`config.mk`:
```
export PLATFORM = sky130hd
export DESIGN_NAME = mseq_mod_scheduler
export DESIGN_NICKNAME = d
export VERILOG_FILES = /design/src/rtl/mseq_pkg.sv /design/src/rtl/mseq_valid_delay.sv /design/src/rtl/mseq_mod_scheduler.sv
export SDC_FILE = /design/constraint.sdc
export NUM_CORES = 1
export LEC_CHECK = 0
export ABC_CLOCK_PERIOD_IN_PS = 3170
export BUFFER_PORTS_ARGS = -buffer_cell sky130_fd_sc_hd__buf_2
export CORE_MARGIN = 10
export CORE_UTILIZATION = 35
export CTS_CLUSTER_DIAMETER = 100
export DETAILED_ROUTE_END_ITERATION = 7
export GPL_TIMING_DRIVEN = 0
export PLACE_DENSITY = 0.55
export SYNTH_ARGS = -nofsm -noshare
export SYNTH_HDL_FRONTEND = slang
export SYNTH_HIERARCHICAL = 1
export SYNTH_SLANG_ARGS = --single-unit
export TNS_END_PERCENT = 1
```
`constraint.sdc`:
```
create_clock -name MSEQ_clk -period 3.17 [get_ports MSEQ_clk]
set_input_delay 0.634 -clock MSEQ_clk [delete_from_list [all_inputs] [get_ports MSEQ_clk]]
set_output_delay 0.634 -clock MSEQ_clk [all_outputs]
set_load 0.1 [all_outputs]
```
`src/rtl/mseq_pkg.sv`:
```
// Shared definitions for the M-sequence modulation scheduler and its
// Signal_Modulation integration (pipeline latency must agree on both sides).
package mseq_pkg;

  localparam int MSEQ_PIPE_LAT = 8;

  typedef enum logic [1:0] {
    IDLE  = 2'd0,
    LOAD  = 2'd1,
    RUN   = 2'd2,
    DRAIN = 2'd3
  } mseq_state_e;

endpackage

```
`src/rtl/mseq_valid_delay.sv`:
```
// PIPE_LAT-deep {valid, last} delay line matching the mult/add/fix-to-float
// latency, so sig_valid/frame_last line up with Signal_Send.
module mseq_valid_delay
  import mseq_pkg::*;
#(
  parameter int PIPE_LAT = MSEQ_PIPE_LAT
) (
  input  logic clk,
  input  logic rst_n,
  input  logic in_vld,
  input  logic in_last,
  output logic out_vld,
  output logic out_last,
  output logic empty
);

  logic [PIPE_LAT:1] vld_pipe;
  logic [PIPE_LAT:1] last_pipe;
  logic              occupied;

  always_ff @(posedge clk or negedge rst_n) begin
    if (!rst_n) begin
      vld_pipe  <= '0;
      last_pipe <= '0;
    end else begin
      vld_pipe[1]  <= in_vld;
      last_pipe[1] <= in_vld & in_last;
      for (int i = 2; i <= PIPE_LAT; i++) begin
        vld_pipe[i]  <= vld_pipe[i-1];
        last_pipe[i] <= last_pipe[i-1];
      end
    end
  end

  // empty means the line holds nothing after the coming edge: the output
  // stage is leaving anyway, so only the input and inner stages matter.
  // This lets a registered done land right after the final sig_valid.
  always_comb begin
    occupied = in_vld;
    for (int i = 1; i < PIPE_LAT; i++) occupied = occupied | vld_pipe[i];
  end

  assign empty    = ~occupied;
  assign out_vld  = vld_pipe[PIPE_LAT];
  assign out_last = last_pipe[PIPE_LAT];

endmodule

```
`src/rtl/mseq_mod_scheduler.sv`:
```
// Frame sequencer: latches gain K per run, paces the M-sequence generator
// (reseed + advance) and produces valid/last aligned to Signal_Send.
module mseq_mod_scheduler
  import mseq_pkg::*;
#(
  parameter int OUTPUT_DATA_WIDTH = 16,
  parameter int PIPE_LAT          = MSEQ_PIPE_LAT,
  parameter int LEN_WIDTH         = 16
) (
  input  logic                         MSEQ_clk,
  input  logic                         MSEQ_rst_n,
  input  logic                         start,
  input  logic                         stop,
  input  logic [OUTPUT_DATA_WIDTH-1:0] cfg_k,
  input  logic [LEN_WIDTH-1:0]         cfg_len,
  input  logic [7:0]                   cfg_frames,
  output logic [OUTPUT_DATA_WIDTH-1:0] para_K,
  output logic                         mseq_load,
  output logic                         mseq_en,
  output logic                         sig_valid,
  output logic                         frame_last,
  output logic                         busy,
  output logic                         done,
  output logic                         err_cfg
);

  mseq_state_e          state;
  logic [LEN_WIDTH-1:0] len_q;
  logic [LEN_WIDTH-1:0] cnt;
  logic [7:0]           frames_q;
  logic                 frame_end;
  logic                 tag;
  logic                 drained;

  assign frame_end = (cnt == len_q - 1'b1);
  // A stop cuts the frame short: the sample already on the wire becomes last.
  assign tag       = mseq_en & (frame_end | stop);

  always_ff @(posedge MSEQ_clk or negedge MSEQ_rst_n) begin
    if (!MSEQ_rst_n) begin
      state     <= IDLE;
      len_q     <= '0;
      cnt       <= '0;
      frames_q  <= '0;
      para_K    <= '0;
      mseq_load <= 1'b0;
      mseq_en   <= 1'b0;
      busy      <= 1'b0;
      done      <= 1'b0;
      err_cfg   <= 1'b0;
    end else begin
      mseq_load <= 1'b0;
      done      <= 1'b0;
      err_cfg   <= 1'b0;
      case (state)
        IDLE: begin
          if (start && !stop) begin
            if (cfg_len == '0) begin
              err_cfg <= 1'b1;
            end else begin
              para_K    <= cfg_k;
              len_q     <= cfg_len;
              frames_q  <= cfg_frames;
              mseq_load <= 1'b1;
              busy      <= 1'b1;
              state     <= LOAD;
            end
          end
        end
        LOAD: begin
          cnt <= '0;
          if (stop) begin
            state <= DRAIN;
          end else begin
            mseq_en <= 1'b1;
            state   <= RUN;
          end
        end
        RUN: begin
          if (stop || frame_end) begin
            mseq_en <= 1'b0;
            // frames_q == 0 is continuous mode and never decrements
            if (frames_q != 8'd0) frames_q <= frames_q - 8'd1;
            if (!stop && frames_q != 8'd1) begin
              mseq_load <= 1'b1;
              state     <= LOAD;
            end else begin
              state <= DRAIN;
            end
          end else begin
            cnt <= cnt + 1'b1;
          end
        end
        DRAIN: begin
          if (drained) begin
            done  <= 1'b1;
            busy  <= 1'b0;
            state <= IDLE;
          end
        end
        default: state <= IDLE;
      endcase
    end
  end

  mseq_valid_delay #(
    .PIPE_LAT (PIPE_LAT)
  ) u_dly (
    .clk      (MSEQ_clk),
    .rst_n    (MSEQ_rst_n),
    .in_vld   (mseq_en),
    .in_last  (tag),
    .out_vld  (sig_valid),
    .out_last (frame_last),
    .empty    (drained)
  );

endmodule

```
* Word-level counts from Yosys, hierarchy flattened
Index checks and enable logic that the tools add are counted.
Storage, ports and cells: flip-flop bits (word level) 79, latch bits 0, memory bits (writable) 0, bits in read-only memories 0, bits of input ports 44, output and inout bits 23, memories 0
Operators by class: $add $sub $neg 3, multiply operators 0, div/mod/pow operators 0, $lt $le $gt $ge 0, equal/unequal tests 12, shift-type cells 0, muxes and demuxes 31, bitwise logic cells 11, reduce and logical (&&, ||, !) cells 16
Operators with widths (number):
- 2-to-1 mux 8 bit | 4
- case mux 16 bit (2 select lines) | 1
- adder 16 x 1 -> 16 bit (second input constant) | 1
- equality test 16 bit | 1
- zero test 16 bit | 1
- 2-to-1 mux 16 bit | 1
- case mux 8 bit (2 select lines) | 1
- subtractor 16 x 1 -> 16 bit (second input constant) | 1
- 2-to-1 mux 1 bit | 15
- != test 2 bit (second input constant) | 7
- 2-to-1 mux 2 bit | 5
- != test 8 x 1 -> 1 bit (second input constant) | 1
- bitwise OR 1 bit | 8
- case mux 2 bit (4 select lines) | 1
- AND reduction 4 bit | 2
- nonzero test 8 bit | 1
- subtractor 8 x 1 -> 8 bit (second input constant) | 1
- case mux 1 bit (2 select lines) | 3
- AND reduction 3 bit | 2
- nonzero test 2 bit | 3
- AND reduction 5 bit | 1
- equality test 2 bit (second input constant) | 2
- AND 1 bit | 2
- equality test 2 x 1 -> 1 bit (second input constant) | 1
- 6 further kinds | 7

* Depth between registers and ports, before layout
word-level depth 9, gate-level depth with buffers 10, mapped depth without buffers 9

* Hierarchy
The synthesis kept the hierarchy.
Modules (own cells, without submodules):
- mseq_mod_scheduler | times used 1, cells each 400, area an instance 3821.2 µm², seq. area each 1576.5 µm²
- mseq_valid_delay | times used 1, cells each 20, area an instance 425.4 µm², seq. area each 400.4 µm²

* Worst setup path after synthesis
Ideal clock, no wire load.
path kind register -> register, from register len_q[0], to register cnt[9], setup time 78 ps, arrival 2577 ps, required time 3092 ps, slack 516 ps, stages on the path, launching flop included 10, period minus slack after synthesis 2654 ps, path through dfrtp_1 inv_1 ha_1 or4b_2 nor2_1 o211ai_1 nand3_1 nor4_4 or4_2 a21oi_1
On the way: cells in the longest elaborated chain, start to end 5
RTL lines:
- from (decl) | RTL line mseq_mod_scheduler.sv:28 | logic [LEN_WIDTH-1:0] len_q;
- from (signal assigned) | RTL line mseq_mod_scheduler.sv:62 | len_q <= cfg_len;
- subtractor 16 x 1 -> 16 bit | RTL line mseq_mod_scheduler.sv:35 | assign frame_end = (cnt == len_q - 1'b1);
- equality test 16 bit | RTL line mseq_mod_scheduler.sv:35
- logical OR 1 bit | RTL line mseq_mod_scheduler.sv:80 | if (stop || frame_end) begin
- != test 2 bit (no source line)
- AND reduction 2 bit (no source line)
- to (signal assigned) | RTL line mseq_mod_scheduler.sv:91 | cnt <= cnt + 1'b1;
- to (decl) | RTL line mseq_mod_scheduler.sv:29 | logic [LEN_WIDTH-1:0] cnt;
No other way between the ends. A chain may end at the register's enable or synchronous reset.

* Final worst setup path
from register len_q[3], to register cnt[9]
The elaborated chain is that of the path after synthesis.

==> flow_summary.json <==
{
  "cts.root.buffer_cell": "clkbuf_16",
  "cpLargestDelayFamily": "simple AND/OR/NAND/NOR gates",
  "worstPathCellList": "clkbuf_1 > nor3_1 > nand4_1 > and3_1 > o21ai_2 > nor4_4 > buf_4 > buf_4 > or4_2 > a21oi_1",
  "total_power_mw": 3.21,
  "clk_pin_slew_ps": 60,
  "grt_pass1_wl_mm": 18.5,
  "post-route-period-util": 0.944,
  "synth_seq_cells": 79,
  "ys_warn_count": 6,
  "synth-edff-count": 0,
  "status": "complete, no violations",
  "fp-row-count": 40,
  "fin_tns_setup_ps": 0,
  "numCtsBuffers": 9,
  "ys_types": 62,
  "power_density_nw_per_um2": 623,
  "setup_viol": 0,
  "cp_max_fo": 8,
  "tightest_slew_ps": 744,
  "worst_setup_path_end_kind": "register",
  "synth-seq-area-share": 0.466,
  "cp_slowest_stage_delay_ps": 630,
  "p_leak_nw": 2.26,
  "synthToLayoutAreaGrowth_pct": 21.4,
  "layout_setup_ws_ps": 178,
  "netlist_area_sq_um": 4250,
  "route.detailed.drc": 0,
  "period_needed_ps": 2990,
  "antenna_left": 0,
  "ir_drop_uv": 385,
  "grt_remaining_overflow": 0,
  "avgSynthCellArea_sq_um": 10.1,
  "insertion_delay_ps": 340,
  "die_h_um": 130,
  "start_util": 0.355,
  "synth.top_cell.area_share": 0.466,
  "num_io_pins": 67,
  "cp.depth": 10,
  "crit_arrival_ps": 3260,
  "dr.pass1.iters": 4,
  "async_flop_share": 1.00,
  "clockBufferDepth": 2,
  "skew_ps": 5.15,
  "diodes": 0,
  "syn_nets": 468,
  "synth_area_leader_cell": "dfrtp_1",
  "grt_max_degree": 53,
  "stdcell_count": 651,
  "drive_above_1_share": 0.288,
  "die_area_sq_um": 16900,
  "fin_nets": 548,
  "ctsHoldBuffers": 0,
  "hold_viol_final": 0,
  "dp_cells": 634,
  "fmax_ghz": 0.334,
  "cts_tree": "yes",
  "die_x_um": 130,
  "slew_headroom": 0.503,
  "routed_via_density": 5.43,
  "grt_pass1_vias": 3618,
  "place_ws_ps": -29.3,
  "wire_per_inst_um": 17.4,
  "ys.flop_type": "dfrtp_1",
  "cts.sinks": 79,
  "place_congestion": 0.858,
  "antenna_found_initial": 0,
  "maxSlewViolCount": 0,
  "r2r_cells": 10,
  "maxCapViolations": 0,
  "routed-via-count": 3535,
  "drt_iter0_drc": 288,
  "core-area_sq_um": 12000,
  "crit_required_ps": 3430,
  "synth_common_cells": "dfrtp_1 (79), nor2_1 (42), mux2_2 (32), nand2_1 (24), a21oi_1 (23)",
  "yosysMostFrequentCell": "dfrtp_1",
  "synthTopCellsByArea": "dfrtp_1 (47%), mux2_2 (8.5%), nor2_1 (3.7%)",
  "syn_inst": 420,
  "cp-start-kind": "register",
  "grt_use_total": 0.136,
  "crit_buf_inv": 3,
  "dpl.hpwl_mm": 8.22,
  "wl_mm": 11.3,
  "worst_path_most_repeated_cell": "buf_4",
  "portBuffers": 66,
  "crit_type": "reg2reg",
  "htree_levels": 3,
  "crit_path_top_delay_cell": "or4_2",
  "min_path_type": "in2async",
  "finalCoreUtilization": 0.431
}
layout make-up:
| class | count | area (sq um) |
|---|---|---|
| Fill cell | 1139 | 6810 |
| Multi-Input combinational cell | 308 | 2140 |
| Sequential cell | 79 | 1980 |
| Timing Repair Buffer | 69 | 375 |
| Clock buffer | 9 | 225 |
| Tap cell | 147 | 184 |
| Buffer | 24 | 131 |
| Clock inverter | 6 | 92.6 |
| Inverter | 9 | 33.8 |
metal layers:
layer	track usage	vias up	share of wire
met5	0	-	0
met4	0.0556	0	0.016
met3	0.0296	10	0.042
met2	0.218	87	0.48
met1	0.175	1742	0.46
li1	-	1696	-
path summary, 6_finish.rpt:
kind	endpoint	slack (ps)	from
max	cnt[9]$_DFFE_PN0P_	180	len_q[3]$_DFFE_PN0P_
min	len_q[3]$_DFFE_PN0P_	230	MSEQ_rst_n
max reg2reg	cnt[9]$_DFFE_PN0P_	180	len_q[3]$_DFFE_PN0P_
min reg2reg	u_dly/last_pipe[6]$_DFF_PN0_	350	u_dly/last_pipe[5]$_DFF_PN0_
max in group asynchronous	u_dly/last_pipe[3]$_DFF_PN0_	2360	MSEQ_rst_n
min in group MSEQ_clk	u_dly/last_pipe[6]$_DFF_PN0_	350	u_dly/last_pipe[5]$_DFF_PN0_
where the power goes:
part           switching (mW)  internal [mW]
logic                   0.564          0.294
clock network           0.420          0.690
registers               0.125           1.12
total                    1.11           2.10
cells by family (layout without fill, tap and decap cells):
family                     count (synthesis)  count (layout)  synth area share
buffers and inverters                     33             117            0.0389
muxes                                     39              39             0.101
and+or+nand+nor                          162             162             0.214
DFF                                       79              79             0.466
xor gates and xnor gates                  21              21            0.0433
adders and majority gates                  4               4            0.0118
AOI/OAI and AO/OA                         82              82             0.125
metrics by stage:
step | hold slack [ps] | area, sq um
2_1_floorplan | 331 | 4250
3_3_place_gp | 338 | 4760
3_5_place_dp | 336 | 4790
4_1_cts | 240 | 5120
5_1_grt | 258 | 5160
6_report | 227 | 5160
cells in the final DEF, fill, tap and decap left out, types with 5 or more instances in the layout:
cell / netlist / final
dfrtp_1: 79 / 78
buf_2: 1 / 66
nor2_1: 42 / 41
mux2_2: 32 / 32
nand2_1: 24 / 24
a21oi_1: 23 / 23
clkbuf_1: 16 / 16
o21ai_0: 14 / 14
nor4_1: 11 / 11
xnor2_1: 11 / 11
xor2_1: 10 / 10
nand3_1: 11 / 10
inv_1: 9 / 9
nor3_1: 9 / 9
nand4_1: 9 / 9
and3_1: 9 / 9
clkbuf_16: 0 / 9
a31oi_1: 7 / 7
mux2i_1: 7 / 7
buf_4: 2 / 5
o31ai_1: 5 / 5
sequential cells by signal (all words and copies together) (netlist names):
| register | count |
|---|---|
| u_dly/last_pipe | 8 |
| cnt | 16 |
| para_K | 16 |
| err_cfg | 1 |
| len_q | 16 |
| mseq_load | 1 |
| busy | 1 |
| done | 1 |
| state | 2 |
| mseq_en | 1 |
| frames_q | 8 |
| u_dly/vld_pipe | 8 |
what timing repair did:
item | in CTS | in global routing
endpoints found under the setup margin | 5 | 26
endpoints found under the hold margin | 0 | 0
pin swaps | 1 | 1
buffers inserted | 2 | 0
gates resized for setup | 0 | 7
(Power assumes the default switching activity.)
